<file path="config.mk">
export PLATFORM = sky130hd
export DESIGN_NAME = pwm_sample_dac
export DESIGN_NICKNAME = d
export VERILOG_FILES = /design/src/rtl/pwm_pkg.sv /design/src/rtl/pwm_sample_dac_edge_sync.sv /design/src/rtl/pwm_sample_dac.sv
export SDC_FILE = /design/constraint.sdc
export NUM_CORES = 1
export LEC_CHECK = 0
export ABC_CLOCK_PERIOD_IN_PS = 1600
export BUFFER_PORTS_ARGS = -buffer_cell sky130_fd_sc_hd__buf_2
export CAP_MARGIN = 20
export CORE_UTILIZATION = 41
export DETAILED_ROUTE_END_ITERATION = 8
export MAX_ROUTING_LAYER = met4
export PLACE_DENSITY = 0.64
export SYNTH_ARGS = -nofsm -noshare
export SYNTH_HDL_FRONTEND = slang
export SYNTH_SLANG_ARGS = --single-unit
</file>
<file path="constraint.sdc">
create_clock -name clk -period 1.6 [get_ports clk]
set_clock_uncertainty 0.1 [all_clocks]
set_input_delay 0.32 -clock clk [delete_from_list [all_inputs] [get_ports clk]]
set_output_delay 0.32 -clock clk [all_outputs]
set_load 0.02 [all_outputs]
</file>
<file path="src/rtl/pwm_pkg.sv">
// Shared defaults and shadow-register state encoding for the PWM sample DAC.
package pwm_pkg;

    localparam int unsigned PWM_WIDTH_DEF      = 8;
    localparam int unsigned PWM_PERIOD_MAX_DEF = 255;

    typedef enum logic {
        SH_EMPTY = 1'b0,
        SH_FULL  = 1'b1
    } shadow_state_e;

endpackage

</file>
<file path="src/rtl/pwm_sample_dac_edge_sync.sv">
// Rising-edge detector for the upstream divided clock; emits a one-cycle cap pulse.
// Define PWM_SAMPLE_SYNC_EN to insert a two-flop synchronizer ahead of the detector.
module edge_sync
    import pwm_pkg::*;
(
    input  logic clk_i,
    input  logic rst_ni,
    input  logic sample_clk_i,
    output logic cap_o
);

`ifdef PWM_SAMPLE_SYNC_EN
    logic [1:0] sync_q;
    logic       hist_q;

    always_ff @(posedge clk_i or negedge rst_ni) begin
        if (!rst_ni) begin
            sync_q <= 2'b00;
            hist_q <= 1'b0;
        end else begin
            sync_q <= {sync_q[0], sample_clk_i};
            hist_q <= sync_q[1];
        end
    end

    assign cap_o = sync_q[1] & ~hist_q;
`else
    logic hist_q;

    always_ff @(posedge clk_i or negedge rst_ni) begin
        if (!rst_ni) begin
            hist_q <= 1'b0;
        end else begin
            hist_q <= sample_clk_i;
        end
    end

    // Raw input feeds the detector directly so the sample lands on the same edge.
    assign cap_o = sample_clk_i & ~hist_q;
`endif

endmodule

</file>
<file path="src/rtl/pwm_sample_dac.sv">
// PWM DAC: captures upstream samples into a shadow register and swaps them into the
// active duty only at period boundaries. Optional sync stage: PWM_SAMPLE_SYNC_EN.
module pwm_sample_dac
    import pwm_pkg::*;
#(
    parameter int unsigned WIDTH      = PWM_WIDTH_DEF,
    parameter int unsigned PERIOD_MAX = PWM_PERIOD_MAX_DEF
) (
    input  logic             clk,
    input  logic             rst,
    input  logic             en,
    input  logic             sample_clk,
    input  logic [WIDTH-1:0] sample,
    input  logic             ovr_clr,
    output logic             pwm_out,
    output logic             period_start,
    output logic             shadow_full,
    output logic             overrun
);

    localparam logic [WIDTH-1:0] CNT_TERM = WIDTH'(PERIOD_MAX);

    logic             cap;
    logic             wrap;
    logic [WIDTH-1:0] cnt_q, cnt_d;
    logic [WIDTH-1:0] active_q, active_d;
    logic [WIDTH-1:0] shadow_q, shadow_d;
    shadow_state_e    state_q, state_d;
    logic             ovr_q, ovr_d;
    logic             pwm_q;
    logic             ps_q;

    edge_sync u_edge_sync (
        .clk_i        (clk),
        .rst_ni       (rst),
        .sample_clk_i (sample_clk),
        .cap_o        (cap)
    );

    assign wrap = en & (cnt_q == CNT_TERM);

    always_comb begin
        cnt_d    = cnt_q;
        active_d = active_q;
        shadow_d = shadow_q;
        state_d  = state_q;
        ovr_d    = ovr_q;

        if (en) begin
            cnt_d = wrap ? '0 : cnt_q + 1'b1;
        end

        if (ovr_clr) begin
            ovr_d = 1'b0;
        end

        // A capture coinciding with a wrap hands the old shadow over, so it is not an overrun.
        case (state_q)
            SH_EMPTY: begin
                if (cap) begin
                    shadow_d = sample;
                    state_d  = SH_FULL;
                end
            end
            SH_FULL: begin
                if (wrap) begin
                    active_d = shadow_q;
                end
                if (cap) begin
                    shadow_d = sample;
                    state_d  = SH_FULL;
                    if (!wrap) begin
                        ovr_d = 1'b1;
                    end
                end else if (wrap) begin
                    state_d = SH_EMPTY;
                end
            end
            default: state_d = SH_EMPTY;
        endcase
    end

    always_ff @(posedge clk or negedge rst) begin
        if (!rst) begin
            cnt_q    <= '0;
            active_q <= '0;
            shadow_q <= '0;
            state_q  <= SH_EMPTY;
            ovr_q    <= 1'b0;
            pwm_q    <= 1'b0;
            ps_q     <= 1'b0;
        end else begin
            cnt_q    <= cnt_d;
            active_q <= active_d;
            shadow_q <= shadow_d;
            state_q  <= state_d;
            ovr_q    <= ovr_d;
            pwm_q    <= en & (cnt_q < active_q);
            ps_q     <= en & (cnt_q == '0);
        end
    end

    assign pwm_out      = pwm_q;
    assign period_start = ps_q;
    assign shadow_full  = (state_q == SH_FULL);
    assign overrun      = ovr_q;

endmodule

</file>
After elaboration in Yosys (flattened, before gate mapping)
Cells that the tools add are included.

word-level totals
  bits in registers = 29
  input port bits = 13
  logic and storage cells = 29

cells by class
  $add $sub $neg = 1
  $lt $le $gt $ge = 1
  eq/ne operators = 1
  multiplexer cells = 10
  bitwise gates (word level) = 6
  reductions and logical operators = 2

operators with widths
  cell                   count
  $mux W8                2
  $add A8 B1 Y8 const B  1
  $eq A8 B8 Y1 const B   1
  $logic_not A8 Y1       1
  $lt A8 B8 Y1           1
  $mux W1                7
  $and A1 B1 Y1          4
  $not A1 Y1             2
  $pmux W1 S2            1
  $reduce_and A2 Y1      1

Logic depth before layout (Yosys ltp)
Gate-level depths: netlist (run 1).

  word-level depth = 5
  gate-level depth with buffers = 5
  gate-level depth less buffers = 5

Cells and area by module
Synthesis (run 1) repeated with hierarchy kept, for this count alone.

unflattened totals
  cells, all modules = 108
  area total of the unflattened synthesis = 1376.3 µm²

by module, submodules not included
  module          times used  cells each  area an instance (µm²)
  pwm_sample_dac  1           106         1337.5
  edge_sync       1           2           38.8

Worst setup path after synthesis (run 1)
OpenSTA, ideal clock, no wires.

  path kind = register to register
  start point = register cnt_q[3]
  end point = register pwm_q, in the netlist pwm_out
  setup time = 0.104 ns
  data arrival time = 1.292 ns
  required time = 1.396 ns
  setup slack = 0.105 ns
  stages on the path, launching flop included = 5
  buffers on the path = 0
  period minus slack after synthesis = 1.495 ns
  cell sequence = dfrtp_1 ha_1 a211oi_1 o21ai_0 a221oi_1

between the ends
  cells in the longest elaborated chain, start to end = 2

RTL lines
  item                      line                  text
  start: declaration        pwm_sample_dac.sv:25  logic [WIDTH-1:0] cnt_q, cnt_d;
  start signal: assignment  pwm_sample_dac.sv:93  cnt_q <= cnt_d;
  $lt A8 B8 Y1              pwm_sample_dac.sv:98  pwm_q <= en & (cnt_q < active_q);
  $and A1 B1 Y1             pwm_sample_dac.sv:98
  end signal: assignment    pwm_sample_dac.sv:98
  end: declaration          pwm_sample_dac.sv:30  logic pwm_q;

Every way passes these cells.
A chain may end at the register's enable or synchronous reset.

Worst setup path after layout (run 1)
  start point = register cnt_q[1]
  end point = register active_q[0]

between the ends
  cells in the longest elaborated chain, start to end = 3

RTL lines
  item                                line                  text
  $eq A8 B8 Y1                        pwm_sample_dac.sv:40  assign wrap = en & (cnt_q == CNT_TERM);
  $and A1 B1 Y1                       pwm_sample_dac.sv:40
  $reduce_and A2 Y1 (no source line)  n/a
  end signal: assignment              pwm_sample_dac.sv:94  active_q <= active_d;
  end: declaration                    pwm_sample_dac.sv:26  logic [WIDTH-1:0] active_q, active_d;

Every way passes these cells.

==> flow_metrics.tcl, run 1 <==
set metrics [dict create \
    layout-drive-gt1-share_pct 27.5 \
    grt_max_degree 30 \
    io_pins 17 \
    worst_pin_slew_ns 0.638 \
    placementRows 20 \
    routed_wl_um 2430 \
    netlist_top_cells_area "dfrtp_1, ha_1, nand2_1, mux2_2, inv_1" \
    critical_path_required_ns 1.71 \
    yosys_warnings 0 \
    path_cells "ha_4, and4_4, nand4_4, mux2_2" \
    antenna_found_initial 0 \
    clk_pin_slew_ns 0.09 \
    area_growth_syn_to_layout_pct 20.6 \
    die_height_um 59.9 \
    crit_path_max_incr_delay_ns 0.43 \
    synth_ff_type "dfrtp_1" \
    leakage_nw 0.810 \
    slew_headroom_pct 57.4 \
    syn_area_um2 1370 \
    cts_tree "yes" \
    grt.overflow.total 0 \
    clock_latency_ns 0.33 \
    drt_first_pass_iters 3 \
    fin_crit_ns 1.52 \
    critPathLaunchType "flop" \
    synth_most_common_cell "dfrtp_1" \
    synth_edf_count 0 \
    report.final.slew_viol_count 0 \
    fin_nets 174 \
    hold_viol_final 0 \
    grt_usage_pct 17.0 \
    cts_sinks 29 \
    cpMaxStageDelayCell "dfrtp_1" \
    syn_inst 126 \
    synth.largest_area_cell "dfrtp_1" \
    drc 0 \
    grt_pass1_vias 940 \
    status "finished, final reports clean" \
    vias_per_cell 4.96 \
    cp_max_fo 8 \
    fp.coreArea_um2 3130 \
    grt_setup_unrepaired "no" \
    crit_type "reg2reg" \
    die_w_um 59.9 \
    dieArea_um2 3590 \
    ys_types 29 \
    ant_nets 0 \
    setup_violations 0 \
    setup_tns_ns 0 \
    cts_setup_buffers 0 \
    vias 978 \
    hold_path.class "in2reg" \
    n_antenna_cell 0 \
    synth-seq-cells 29 \
    clk_path_buf_depth 2 \
    grt_pass1_wl_um 4200 \
    ys_seq_area_share_pct 52.8 \
    crit_buf_inv 0 \
    clock-root-buffer "clkbuf_4" \
    dpl.hpwl_um 1780 \
    wl_per_cell_um 12.3 \
    fmax_mhz 656 \
    place_area_um2 1530 \
    path_delay_family "flip-flops" \
    cts.htree.levels 2 \
    synthArstFlopShare_pct 100 \
    timing.final.crit_share_pct 95.3 \
    peakVddDrop_uv 700 \
    cts_made_buffers 5 \
    crit_arrival_ns 1.64 \
    gp_congestion 0.787 \
    start_util_pct 43.9 \
    ys_top_cells_by_count "dfrtp_1, nand2_1, inv_1" \
    syn-num-nets 148 \
    drv_cap 0 \
    p_per_area_nw_per_um2 1340 \
    portBuffers 16 \
    crit_path_end_kind "flop" \
    dr.first_iter.drc_count 19 \
    synth_top_area_share_pct 52.8 \
    design_area_um2 1660 \
    syn_avg_cell_area_um2 10.9 \
]
[repair_timing]
item / in CTS / in global routing
hold buffers: 1 / 1
endpoints found under the hold margin: 29 / 1
gates resized for setup: 0 / 6
setup endpoints to repair: 0 / 11
[power breakdown]
group	switching, mW	internal, mW	leakage [nW]
clock network	0.253	0.373	0.0455
logic	0.289	0.289	0.407
registers	0.146	0.877	0.358
total	0.687	1.54	0.810
[layout make-up]
| type | count | area [um^2] |
|---|---|---|
| inverter | 13 | 48.8 |
| fill | 276 | 1470 |
| sequential | 29 | 727 |
| multi-input combinational | 81 | 611 |
| tap | 44 | 55.1 |
| clock buffer | 7 | 55.1 |
| timing repair buffer | 22 | 130 |
| clock inverter | 1 | 30.0 |
[final timing paths]
check / slack [ns] / startpoint / cells past startpoint / to
worst max-delay path: 0.08 / cnt_q[1] / 4 / active_q[0]
worst max register to register: 0.08 / cnt_q[1] / 4 / active_q[0]
max in group asynchronous: 0.51 / rst / 2 / cnt_q[4]
worst min-delay path: 0.07 / ovr_clr / 2 / overrun
min in group asynchronous: 0.45 / rst / 2 / cnt_q[7]
worst min register to register: 0.38 / shadow_q[7] / 2 / shadow_q[7]
[metal layers]
metal	global-route usage, %	up-vias	routed length, um
li1	-	486	-
met1	20.7	470	1140
met2	25.2	16	1150
met3	6.49	6	89
met4	6.98	0	46
met5	-	-	0
[registers in the layout, indices dropped and copies added (netlist names)]
signal / cells
active_q: 8
cnt_q: 8
overrun: 1
period_start: 1
pwm_out: 1
shadow_full: 1
shadow_q: 8
u_edge_sync.hist_q: 1
[cell usage in the layout, fill, tap and decap left out, types with 2 or more instances in the layout]
| cell | Yosys | final |
|---|---|---|
| buf_2 | 1 | 16 |
| nand2_1 | 27 | 27 |
| dfrtp_1 | 29 | 28 |
| o22ai_1 | 2 | 2 |
| buf_4 | 0 | 4 |
| o211ai_1 | 4 | 4 |
| nand2b_1 | 3 | 3 |
| o21ai_0 | 4 | 3 |
| and4_1 | 2 | 2 |
| nand4_1 | 5 | 5 |
| mux2_2 | 8 | 8 |
| dlygate4sd3_1 | 0 | 2 |
| clkbuf_4 | 0 | 5 |
| inv_1 | 13 | 13 |
| ha_1 | 9 | 8 |
| nor2b_1 | 2 | 2 |
| xnor2_1 | 2 | 2 |
[cell families after synthesis]
group                      count (synthesis)  share of synthesized area [%]
adders and majority gates                  9                           8.20
buffers and inverters                     16                           4.46
AOI/OAI and AO/OA                         15                           7.47
and+or+nand+nor                           45                           17.9
DFF                                       29                           52.8
xor gates and xnor gates                   3                           1.91
muxes                                      9                           7.29
[metrics by stage]
stage	setup slack (ns)	instances	util (%)	hold slack [ns]	power [mW]
floorplan	0.105	126	-	-0.0756	1.39
global placement	0.0759	187	48.8	0.276	1.56
detailed placement	0.0334	187	48.8	0.286	1.59
CTS	0.0319	196	51.8	0.0102	2.22
global route	0.0113	197	53.0	0.0431	2.38
finish	0.0757	197	53.0	0.0690	2.23
(Power assumes the default switching activity.)
==> inputs of run 2 (changes only) <==
CORE_ASPECT_RATIO = 0.9   (was default)
PLACE_DENSITY = default   (was 0.64)
PLACE_DENSITY_LB_ADDON = 0.3   (was default)
SKIP_LAST_GASP = 1   (was default)
==> run 2 against run 1 <==
Compared with the run above: fmax is 3.3% lower; design area is 1.3% higher; global-route usage is 0.57 points higher; utilization is 0.92 points higher; first-iteration DRC count grew to 3.4 times the previous value; flip-flop and latch count stayed put; combinational power is 4.5% higher; count of clock-buffer cells in the layout is 1 lower; sequential share of layout area is 0.63 points lower; power is 7.9% higher; clock power is 27% higher; critical endpoint is now active_q[3]; highest routed layer unchanged.
==> flow_metrics.tcl, run 2 (synthesis results as in run 1) <==
set metrics [dict create \
    peakVddDrop_uv 624 \
    power_frac_seq_pct 41.9 \
    die_height_um 56.9 \
    io_pins 17 \
    vias 967 \
    clock-root-buffer "clkbuf_8" \
    worstHoldStart "sample_clk" \
    grt_pass1_vias 964 \
    grt_pass1_wl_um 4420 \
    drv_cap 0 \
    report.final.slew_viol_count 0 \
    crit_path_end_kind "flop" \
    final-seq-area_um2 726 \
    crit_type "reg2reg" \
    hold_viol_final 0 \
    grt_setup_unrepaired "yes" \
    timing.reg2reg.setup_slack_ns 0.02 \
    final_cell_mix "dfrtp_1, nand2_1, buf_2" \
    cp_max_fo 8 \
    cts_setup_buffers 0 \
    vias_per_cell 4.93 \
    grt.overflow.total 0 \
    slew_headroom_pct 57.1 \
    clk_pin_slew_ns 0.07 \
    clk_path_buf_depth 2 \
    final_common_cell "dfrtp_1" \
    r2r_start "cnt_q[1]" \
    antenna_found_initial 0 \
    hold_path.class "in2reg" \
    fillCellCount 280 \
    grt_usage_pct 17.6 \
    fmax_mhz 634 \
    fin_util_pct 53.9 \
    critPathLaunchType "flop" \
    reg2regPathDepth 4 \
    wl_per_cell_um 12.6 \
    hold_end "u_edge_sync.hist_q" \
    cts.htree.levels 2 \
    fin_nets 175 \
    routed_wl_um 2460 \
    intPower_mw 1.68 \
    setup_violations 0 \
    drt_first_pass_iters 4 \
    cts_tree "yes" \
    gp_congestion 0.840 \
    p_per_area_nw_per_um2 1430 \
    clock_latency_ns 0.28 \
    portBuffers 16 \
    die_w_um 63.0 \
    dieArea_um2 3590 \
    pre_cts_ws_ns 0.0346 \
    multi_input_area_um2 596 \
    placed_cells 187 \
    reg.largest.list "active_q x8, cnt_q x8, shadow_q x8" \
    leakage_nw 0.826 \
    crit_arrival_ns 1.64 \
    status "finished, final reports clean" \
    fin_crit_ns 1.58 \
    fin_ws_ns 0.0235 \
    ant_nets 0 \
    dr.first_iter.drc_count 65 \
    drc 0 \
    grt_max_degree 30 \
    combPwrFrac_pct 25.1 \
    start_util_pct 44.1 \
    setup_tns_ns 0 \
    final_cells 196 \
    layout-drive-gt1-share_pct 27.9 \
    placementRows 19 \
    power_frac_clock_pct 33.0 \
    critical_path_required_ns 1.67 \
    r2r-end "active_q[3]" \
    worst_pin_slew_ns 0.643 \
    n_antenna_cell 0 \
    p_switching_uw 722 \
    cts_made_buffers 5 \
    cts_sinks 29 \
    area_growth_syn_to_layout_pct 22.1 \
    timing.final.crit_share_pct 98.5 \
    whs_path_depth 1 \
    fp.coreArea_um2 3110 \
    dpl.hpwl_um 1850 \
    switching_share_pct 30.1 \
]
run 2: per-layer routing:
metal,global-route usage [%],vias up,routed length [um]
li1,-,485,-
met1,20.7,456,1190
met2,25.5,20,1130
met3,7.93,6,107
met4,8.31,0,39
met5,-,-,0
run 2: critical path, stage by stage, from the launching register on:
cell and delay, ns:
dfrtp_1 0.41, ha_2 0.21, and4_4 0.22, nand4_4 0.18
mux2_2 0.33
run 2: how the worst max path moves through the flow:
stage | startpoint | to | slack [ns]
2_1_floorplan | cnt_q[3] | pwm_out | 0.10
3_5_place_dp | cnt_q[1] | active_q[3] | 0.03
6_report | cnt_q[1] | active_q[3] | 0.02
5_1_grt | cnt_q[1] | active_q[3] | -0.04
3_3_place_gp | cnt_q[3] | pwm_out | 0.05
4_1_cts | cnt_q[3] | pwm_out | 0.01
run 2: power by group through the flow:
stage / Combinational (mW) / Sequential [mW] / Clock [mW]
3_5_place_dp: 0.591 / 1.02 / 0
6_report: 0.603 / 1.01 / 0.791
2_1_floorplan: 0.375 / 1.02 / 0
5_1_grt: 0.691 / 1.04 / 0.846
3_3_place_gp: 0.563 / 1.02 / 0
4_1_cts: 0.595 / 1.01 / 0.813
run 2: per-stage QoR:
| stage | hold WS [ns] | total power, mW | instance area, um^2 |
|---|---|---|---|
| 2_1_floorplan | -0.0756 | 1.39 | 1370 |
| 3_3_place_gp | 0.268 | 1.58 | 1540 |
| 3_5_place_dp | 0.275 | 1.61 | 1540 |
| 4_1_cts | 0.0514 | 2.42 | 1670 |
| 5_1_grt | 0.0542 | 2.57 | 1680 |
| 6_report | 0.0623 | 2.40 | 1680 |
run 2: area by class of cell:
cell class	count	area share, %
flip-flops and latches	29	43.3
multi-input cells	81	35.5
repair buffers	23	8.05
clock buffers	6	4.92
well taps	42	3.13
inverters	13	2.91
clock inverters	2	2.24
run 2: what timing repair did:
item                                    4_1_cts  5_1_grt
hold buffers                                  1        0
gates resized for setup                       0        4
endpoints found under the hold margin        29        0
endpoints found under the setup margin        0       13
